==> src/rtl/arp_pkg.sv <==
`default_nettype none
// ============================================================================
// Module   : arp_pkg
// Purpose  : Shared ARP/Ethernet constants, the reply-generator state type and
//            octet-select helpers. Multi-byte fields are stored with the
//            first-on-wire octet in bits [7:0].
// Revision : 1.0 - initial release
// ============================================================================
package arp_pkg;

  localparam logic [15:0] ETHERTYPE_ARP = 16'h0806;
  localparam logic [15:0] HTYPE_ETH     = 16'h0001;
  localparam logic [15:0] PTYPE_IPV4    = 16'h0800;
  localparam logic [7:0]  HLEN          = 8'd6;
  localparam logic [7:0]  PLEN          = 8'd4;
  localparam logic [15:0] OPER_REQ      = 16'd1;
  localparam logic [15:0] OPER_REPLY    = 16'd2;

  localparam int ARP_FRAME_LEN = 42;
  localparam int ETH_MIN_LEN   = 60;

  typedef enum logic [1:0] {
    ST_IDLE = 2'd0,
    ST_HDR  = 2'd1,
    ST_ARP  = 2'd2,
    ST_PAD  = 2'd3
  } arp_tx_state_t;

  // Wire-order octet i of a 48-bit address (i = 0 is sent first).
  function automatic logic [7:0] octet48(input logic [47:0] v, input logic [5:0] i);
    logic [7:0] o;
    o = 8'h00;
    case (i)
      6'd0:    o = v[7:0];
      6'd1:    o = v[15:8];
      6'd2:    o = v[23:16];
      6'd3:    o = v[31:24];
      6'd4:    o = v[39:32];
      6'd5:    o = v[47:40];
      default: o = 8'h00;
    endcase
    return o;
  endfunction

  // Wire-order octet i of a 32-bit address (i = 0 is sent first).
  function automatic logic [7:0] octet32(input logic [31:0] v, input logic [5:0] i);
    logic [7:0] o;
    o = 8'h00;
    case (i)
      6'd0:    o = v[7:0];
      6'd1:    o = v[15:8];
      6'd2:    o = v[23:16];
      6'd3:    o = v[31:24];
      default: o = 8'h00;
    endcase
    return o;
  endfunction

endpackage
`default_nettype wire

==> src/rtl/arp_reply_gen_if.sv <==
`default_nettype none
// ============================================================================
// Module   : arp_reply_gen_if
// Purpose  : Byte-stream bus from the ARP reply generator toward the MAC TX.
//   dout       : frame byte
//   dout_valid : dout is valid
//   dout_ready : sink accepts dout this cycle
//   dout_last  : final byte of the frame
// Revision : 1.0 - initial release
// ============================================================================
interface arp_reply_gen_if;
  import arp_pkg::*;

  logic [7:0] dout;
  logic       dout_valid;
  logic       dout_ready;
  logic       dout_last;

  modport master (output dout, output dout_valid, output dout_last, input dout_ready);
  modport slave  (input dout, input dout_valid, input dout_last, output dout_ready);

endinterface
`default_nettype wire

==> src/rtl/arp_reply_gen.sv <==
`default_nettype none
// ============================================================================
// Module   : arp_reply_gen
// Purpose  : Validates a decoded ARP request against our IPv4 address and
//            serialises a complete Ethernet+ARP reply as a byte stream.
//   clk, rst           : clock, synchronous active-high reset
//   req_done/req_err   : decoder done level and error flag
//   req_sha/spa/tpa    : requester MAC/IP and target IP (wire octet 0 in [7:0])
//   local_mac/local_ip : our addresses, quasi-static
//   tx                 : byte-stream master (dout/valid/ready/last)
//   busy               : a frame is latched or being sent
//   drop               : one-cycle pulse when a request edge is rejected
// Revision : 1.0 - initial release
// ============================================================================
module arp_reply_gen
  import arp_pkg::*;
#(
  parameter bit PAD_EN = 1'b1
) (
  input  wire logic          clk,
  input  wire logic          rst,
  input  wire logic          req_done,
  input  wire logic          req_err,
  input  wire logic [47:0]   req_sha,
  input  wire logic [31:0]   req_spa,
  input  wire logic [31:0]   req_tpa,
  input  wire logic [47:0]   local_mac,
  input  wire logic [31:0]   local_ip,
  arp_reply_gen_if.master    tx,
  output      logic          busy,
  output      logic          drop
);

  localparam logic [5:0] c_hdr_last   = 6'd13;
  localparam logic [5:0] c_arp_last   = 6'(ARP_FRAME_LEN - 1);
  localparam logic [5:0] c_frame_last = PAD_EN ? 6'(ETH_MIN_LEN - 1) : 6'(ARP_FRAME_LEN - 1);

  arp_tx_state_t r_state;
  arp_tx_state_t w_state_nxt;

  logic [5:0]  r_cnt;
  logic        r_req_done_q;
  logic        r_drop;
  logic [47:0] r_sha;
  logic [31:0] r_spa;

  logic        w_valid;
  logic        w_beat;
  logic        w_rise;
  logic        w_accept;
  logic [7:0]  w_byte;

  assign w_valid  = (r_state != ST_IDLE);
  assign w_beat   = w_valid & tx.dout_ready;
  assign w_rise   = req_done & ~r_req_done_q;
  // Only IDLE may accept, so a frame in flight is never disturbed and an edge
  // coinciding with the last beat is still rejected.
  assign w_accept = w_rise & (r_state == ST_IDLE) & ~req_err & (req_tpa == local_ip);

  always_ff @(posedge clk) begin
    if (rst) begin
      r_state <= ST_IDLE;
    end else begin
      r_state <= w_state_nxt;
    end
  end

  always_comb begin
    w_state_nxt = r_state;
    case (r_state)
      ST_IDLE: if (w_accept) w_state_nxt = ST_HDR;
      ST_HDR:  if (w_beat && r_cnt == c_hdr_last) w_state_nxt = ST_ARP;
      ST_ARP:  if (w_beat && r_cnt == c_arp_last) w_state_nxt = PAD_EN ? ST_PAD : ST_IDLE;
      ST_PAD:  if (w_beat && r_cnt == c_frame_last) w_state_nxt = ST_IDLE;
      default: w_state_nxt = ST_IDLE;
    endcase
  end

  always_ff @(posedge clk) begin
    if (rst) begin
      r_cnt        <= 6'd0;
      r_req_done_q <= 1'b0;
      r_drop       <= 1'b0;
      r_sha        <= 48'd0;
      r_spa        <= 32'd0;
    end else begin
      r_req_done_q <= req_done;
      r_drop       <= w_rise & ~w_accept;
      if (w_accept) begin
        r_sha <= req_sha;
        r_spa <= req_spa;
        r_cnt <= 6'd0;
      end else if (w_beat) begin
        r_cnt <= (r_cnt == c_frame_last) ? 6'd0 : r_cnt + 6'd1;
      end
    end
  end

  // Byte map of the reply frame, indexed by the beat counter.
  always_comb begin
    w_byte = 8'h00;
    case (r_cnt) inside
      [6'd0:6'd5]:   w_byte = octet48(r_sha, r_cnt);
      [6'd6:6'd11]:  w_byte = octet48(local_mac, r_cnt - 6'd6);
      6'd12:         w_byte = ETHERTYPE_ARP[15:8];
      6'd13:         w_byte = ETHERTYPE_ARP[7:0];
      6'd14:         w_byte = HTYPE_ETH[15:8];
      6'd15:         w_byte = HTYPE_ETH[7:0];
      6'd16:         w_byte = PTYPE_IPV4[15:8];
      6'd17:         w_byte = PTYPE_IPV4[7:0];
      6'd18:         w_byte = HLEN;
      6'd19:         w_byte = PLEN;
      6'd20:         w_byte = OPER_REPLY[15:8];
      6'd21:         w_byte = OPER_REPLY[7:0];
      [6'd22:6'd27]: w_byte = octet48(local_mac, r_cnt - 6'd22);
      [6'd28:6'd31]: w_byte = octet32(local_ip, r_cnt - 6'd28);
      [6'd32:6'd37]: w_byte = octet48(r_sha, r_cnt - 6'd32);
      [6'd38:6'd41]: w_byte = octet32(r_spa, r_cnt - 6'd38);
      default:       w_byte = 8'h00;
    endcase
  end

  // Outputs derive from registered state, so a stall (valid & ~ready) keeps
  // dout and dout_last stable automatically.
  assign tx.dout       = w_valid ? w_byte : 8'h00;
  assign tx.dout_valid = w_valid;
  assign tx.dout_last  = w_valid & (r_cnt == c_frame_last);
  assign busy          = w_valid;
  assign drop          = r_drop;

endmodule
`default_nettype wire

==> src/flat_wrapper.sv <==
// flat-port wrapper written by rule: the top's interface ports become plain ports
module arp_reply_gen_flat import arp_pkg::*;
#(
  parameter bit PAD_EN = 1'b1
)
  (clk, rst, req_done, req_err, req_sha, req_spa, req_tpa, local_mac, local_ip, busy, drop, tx_dout, tx_dout_valid, tx_dout_last, tx_dout_ready);
  arp_reply_gen_if tx_i ();
  input  wire logic clk;
  input  wire logic rst;
  input  wire logic req_done;
  input  wire logic req_err;
  input  wire logic [47:0] req_sha;
  input  wire logic [31:0] req_spa;
  input  wire logic [31:0] req_tpa;
  input  wire logic [47:0] local_mac;
  input  wire logic [31:0] local_ip;
  output      logic busy;
  output      logic drop;
  output wire logic [$bits(tx_i.dout)-1:0] tx_dout;
  output wire logic [$bits(tx_i.dout_valid)-1:0] tx_dout_valid;
  output wire logic [$bits(tx_i.dout_last)-1:0] tx_dout_last;
  input wire logic [$bits(tx_i.dout_ready)-1:0] tx_dout_ready;
  assign tx_dout = tx_i.dout;
  assign tx_dout_valid = tx_i.dout_valid;
  assign tx_dout_last = tx_i.dout_last;
  assign tx_i.dout_ready = tx_dout_ready;
  arp_reply_gen #(.PAD_EN(PAD_EN)) u_core (.clk(clk), .rst(rst), .req_done(req_done), .req_err(req_err), .req_sha(req_sha), .req_spa(req_spa), .req_tpa(req_tpa), .local_mac(local_mac), .local_ip(local_ip), .tx(tx_i), .busy(busy), .drop(drop));
endmodule
==> config.mk <==
export PLATFORM = sky130hd
export DESIGN_NAME = arp_reply_gen_flat
export DESIGN_NICKNAME = d
export VERILOG_FILES = /design/src/rtl/arp_pkg.sv /design/src/rtl/arp_reply_gen_if.sv /design/src/rtl/arp_reply_gen.sv /design/src/flat_wrapper.sv
export SDC_FILE = /design/constraint.sdc
export NUM_CORES = 1
export LEC_CHECK = 0
export BUFFER_PORTS_ARGS = -buffer_cell sky130_fd_sc_hd__buf_2
export CORE_ASPECT_RATIO = 1.25
export CORE_MARGIN = 5
export CORE_UTILIZATION = 51
export CTS_CLUSTER_DIAMETER = 60
export DETAILED_ROUTE_END_ITERATION = 8
export PLACE_DENSITY_LB_ADDON = 0.08
export SKIP_LAST_GASP = 1
export SLEW_MARGIN = 20
export SYNTH_ARGS = -nofsm -noshare
export SYNTH_HDL_FRONTEND = slang
export SYNTH_SLANG_ARGS = --single-unit
==> constraint.sdc <==
create_clock -name clk -period 3.45 [get_ports clk]
set_clock_uncertainty 0.05 [all_clocks]
set_input_delay 0.5175 -clock clk [delete_from_list [all_inputs] [get_ports clk]]
set_output_delay 0.5175 -clock clk [all_outputs]
set_load 0.03 [all_outputs]
==> flow_summary.yaml <==
pwr:
  pwr_density_cell_nw_per_um2: 290
  switchingPower_uw: 579
  finalPower_mw: 2.25
  pwr-share-seq: 0.461
  p_sw_frac: 0.257
  p_leak_nw: 2.88
  combPwrFrac: 0.101
  internal_power_mw: 1.67
  clkPwrFrac: 0.438
  ir_worst_vdd_mv: 0.278
grt:
  grt_pass1_vias: 6728
  antenna_found_initial: 0
  grt_start_max_net_pins: 51
  grt_pass1_wl_um: 35700
  overflow: 0
  track_usage: 0.315
timing:
  relSlewSlack: 0.510
  worst_hold_slack_ps: 350
  grt_setup_unrepaired: "true"
  setup_viol: 0
  fmax_mhz: 293
  hold_viol_final: 0
  slew_violations: 0
  tns_ps: 0
  fin_crit_sh: 0.988
  tightest_slew_ps: 735
  finalCriticalPeriod_ps: 3410
yosys:
  synth_edf_count: 0
  syn-cell-area_um2: 6060
  synth_most_common_cell: "nor2_1"
  synth_cell_type_count: 65
  yosysTopAreaCellShare: 0.297
  synth_nets: 923
  yosys_warnings: 0
  synth_top_cell_by_area: "dfxtp_1"
  synthFlopType: "dfxtp_1"
  synth_area_per_cell_um2: 8.48
  synth_area_leaders: "dfxtp_1 30%, mux2i_1 14%, a22oi_1 6.9%"
  synth-async-reset-ratio: 0
  ys_seq_area_frac: 0.297
  ys_ff_latch: 90
  syn_inst: 715
  netlist_top_cells_count: "101 x nor2_1, 90 x dfxtp_1, 84 x mux2i_1"
layout:
  drive_above_1_share: 0.330
  antenna_cells: 0
  area_delta_synth_final_pct: 28.1
  num-nets-final: 1117
  fill_cells: 1014
  utilization: 0.669
clock_tree:
  clkLatencyLatePin_ps: 340
  cts.sinks: 90
  cts_buffers: 9
  path_clk_slew_ps: 70
  clk_path_buf_depth: 2
  cts-htree-levels: 3
  cts-root-buf: "clkbuf_16"
  cts_tree: "built"
worst_hold_path:
  hold_path_class: "in2reg"
routing:
  ant_nets: 0
  drc: 0
  vias: 6678
  wirelength_um: 23500
  first_pass_iters: 5
  wl_per_cell_um: 21.9
  vias_per_cell: 6.21
  initialDrtViolationCount: 513
setup_path:
  path_max_fanout: 21
  crit_type: "reg2out"
  required_ps: 2880
  worstPathArrival_ps: 2840
  cp-start-kind: "flop"
  end_kind: "output port"
floorplan:
  die_w_um: 108
  start_util: 0.522
  dieArea_um2: 14200
  fp-row-count: 44
  ioPinCount: 209
  die_y_um: 132
  core-area_um2: 11600
run_status:
  outcome: "complete, no violations"
job:
  maxCapViolCount: 0
placement:
  routabilityCongestion: 1.04
  hpwl_um: 18600
  io_buffer_count: 208
-- through the flow --
| stage | instance area (um2) | worst slack [ps] | cells |
|---|---|---|---|
| 6_report | 7770 | 40.0 | 1075 |
| 3_3_place_gp | 7270 | 221 | 1058 |
| 3_5_place_dp | 7270 | 153 | 1058 |
| 5_1_grt | 7770 | -81.4 | 1075 |
| 4_1_cts | 7670 | 9.11 | 1074 |
| 2_1_floorplan | 6060 | 126 | 715 |
-- timing repair --
action                                 CTS  global route
endpoints found under the hold margin    0             0
pin swaps                                3             4
gates resized for setup                 20            27
setup buffers                            0             1
hold buffers                             0             0
setup endpoints to repair                8             8
-- area by class of cell --
| type | instances | area (um2) | area share |
|---|---|---|---|
| repair buffers | 244 | 1380 | 0.177 |
| clock buffers | 9 | 225 | 0.0290 |
| well taps | 161 | 201 | 0.0259 |
| multi-input cells | 552 | 4020 | 0.518 |
| clock inverters | 7 | 86.3 | 0.0111 |
| flip-flops and latches | 90 | 1810 | 0.233 |
| inverters | 12 | 45.0 | 0.00580 |
-- flip-flops by register name, indices dropped and copies added, names as in the netlist --
register and cells:
u_core.r_spa 32, u_core.r_state 2, u_core.r_sha 48, u_core.r_cnt 6
u_core.r_req_done_q 1, u_core.drop 1
-- placed cells by master, fill, tap and decap left out, types with 4 or more instances in the layout --
master     Yosys  routed
nand2_1       20      18
nand4_1       16      16
a22oi_1       56      56
a22o_1        11      11
and3_1        12       7
a211o_1        4       4
inv_1         12      11
a221oi_1      24      22
mux2i_1       84      84
a21oi_1       36      35
buf_2         12     202
buf_4          9      36
nor2_1       101      99
nand3_1       21      21
o21ai_0       20      20
xnor2_1       35      35
o22ai_1        9       9
and3_2         0       4
nor2b_1        5       5
a31oi_1        5       4
ha_1          11       7
clkbuf_16      0       9
nand2b_1       9       8
nor3_1         7       7
o22a_1         4       4
dfxtp_1       90      86
-- power groups by stage --
stage	clock network (mW)	registers [mW]	logic, mW
after global routing	1.05	1.04	0.246
after floorplan	0	1.07	0.0746
after detailed placement	0	1.06	0.226
after CTS	1.00	1.04	0.227
final	0.985	1.04	0.228
after global placement	0	1.06	0.222
-- critical path: stages (launching register included) --
cell       delay [ps]
dfxtp_1           420
buf_6             240
nand2_2           140
a2111oi_4         380
o211ai_1          180
buf_4             190
o21ai_2           160
nand3_1           150
a2111oi_4         440
buf_6             190
-- worst paths after layout --
check                           start               end  slack [ps]  cells after the start
setup / recovery      u_core.r_cnt[2]        tx_dout[3]          40                      9
hold / removal            req_sha[19]  u_core.r_sha[19]         350                      3
setup reg to reg    u_core.r_state[1]   u_core.r_sha[7]         670                      9
hold reg to reg   u_core.r_req_done_q       u_core.drop         370                      1
-- cells by family after synthesis --
kind of cell,after synthesis,share of synthesized area
multiplexers,84,0.139
AND/OR/NAND/NOR,215,0.174
adder cells (fa/ha/maj),11,0.0227
flip-flops,90,0.297
XOR/XNOR,38,0.0549
AO/OA/AOI/OAI,204,0.248
buffers and inverters,73,0.0646
-- metal layers --
layer	global-route usage	share of wire	up-vias
li1	-	-	3075
met1	0.362	0.38	3154
met2	0.557	0.50	372
met3	0.0539	0.078	77
met4	0.149	0.045	0
met5	0	0	-
No activity file was read; power rests on OpenSTA's default activity.
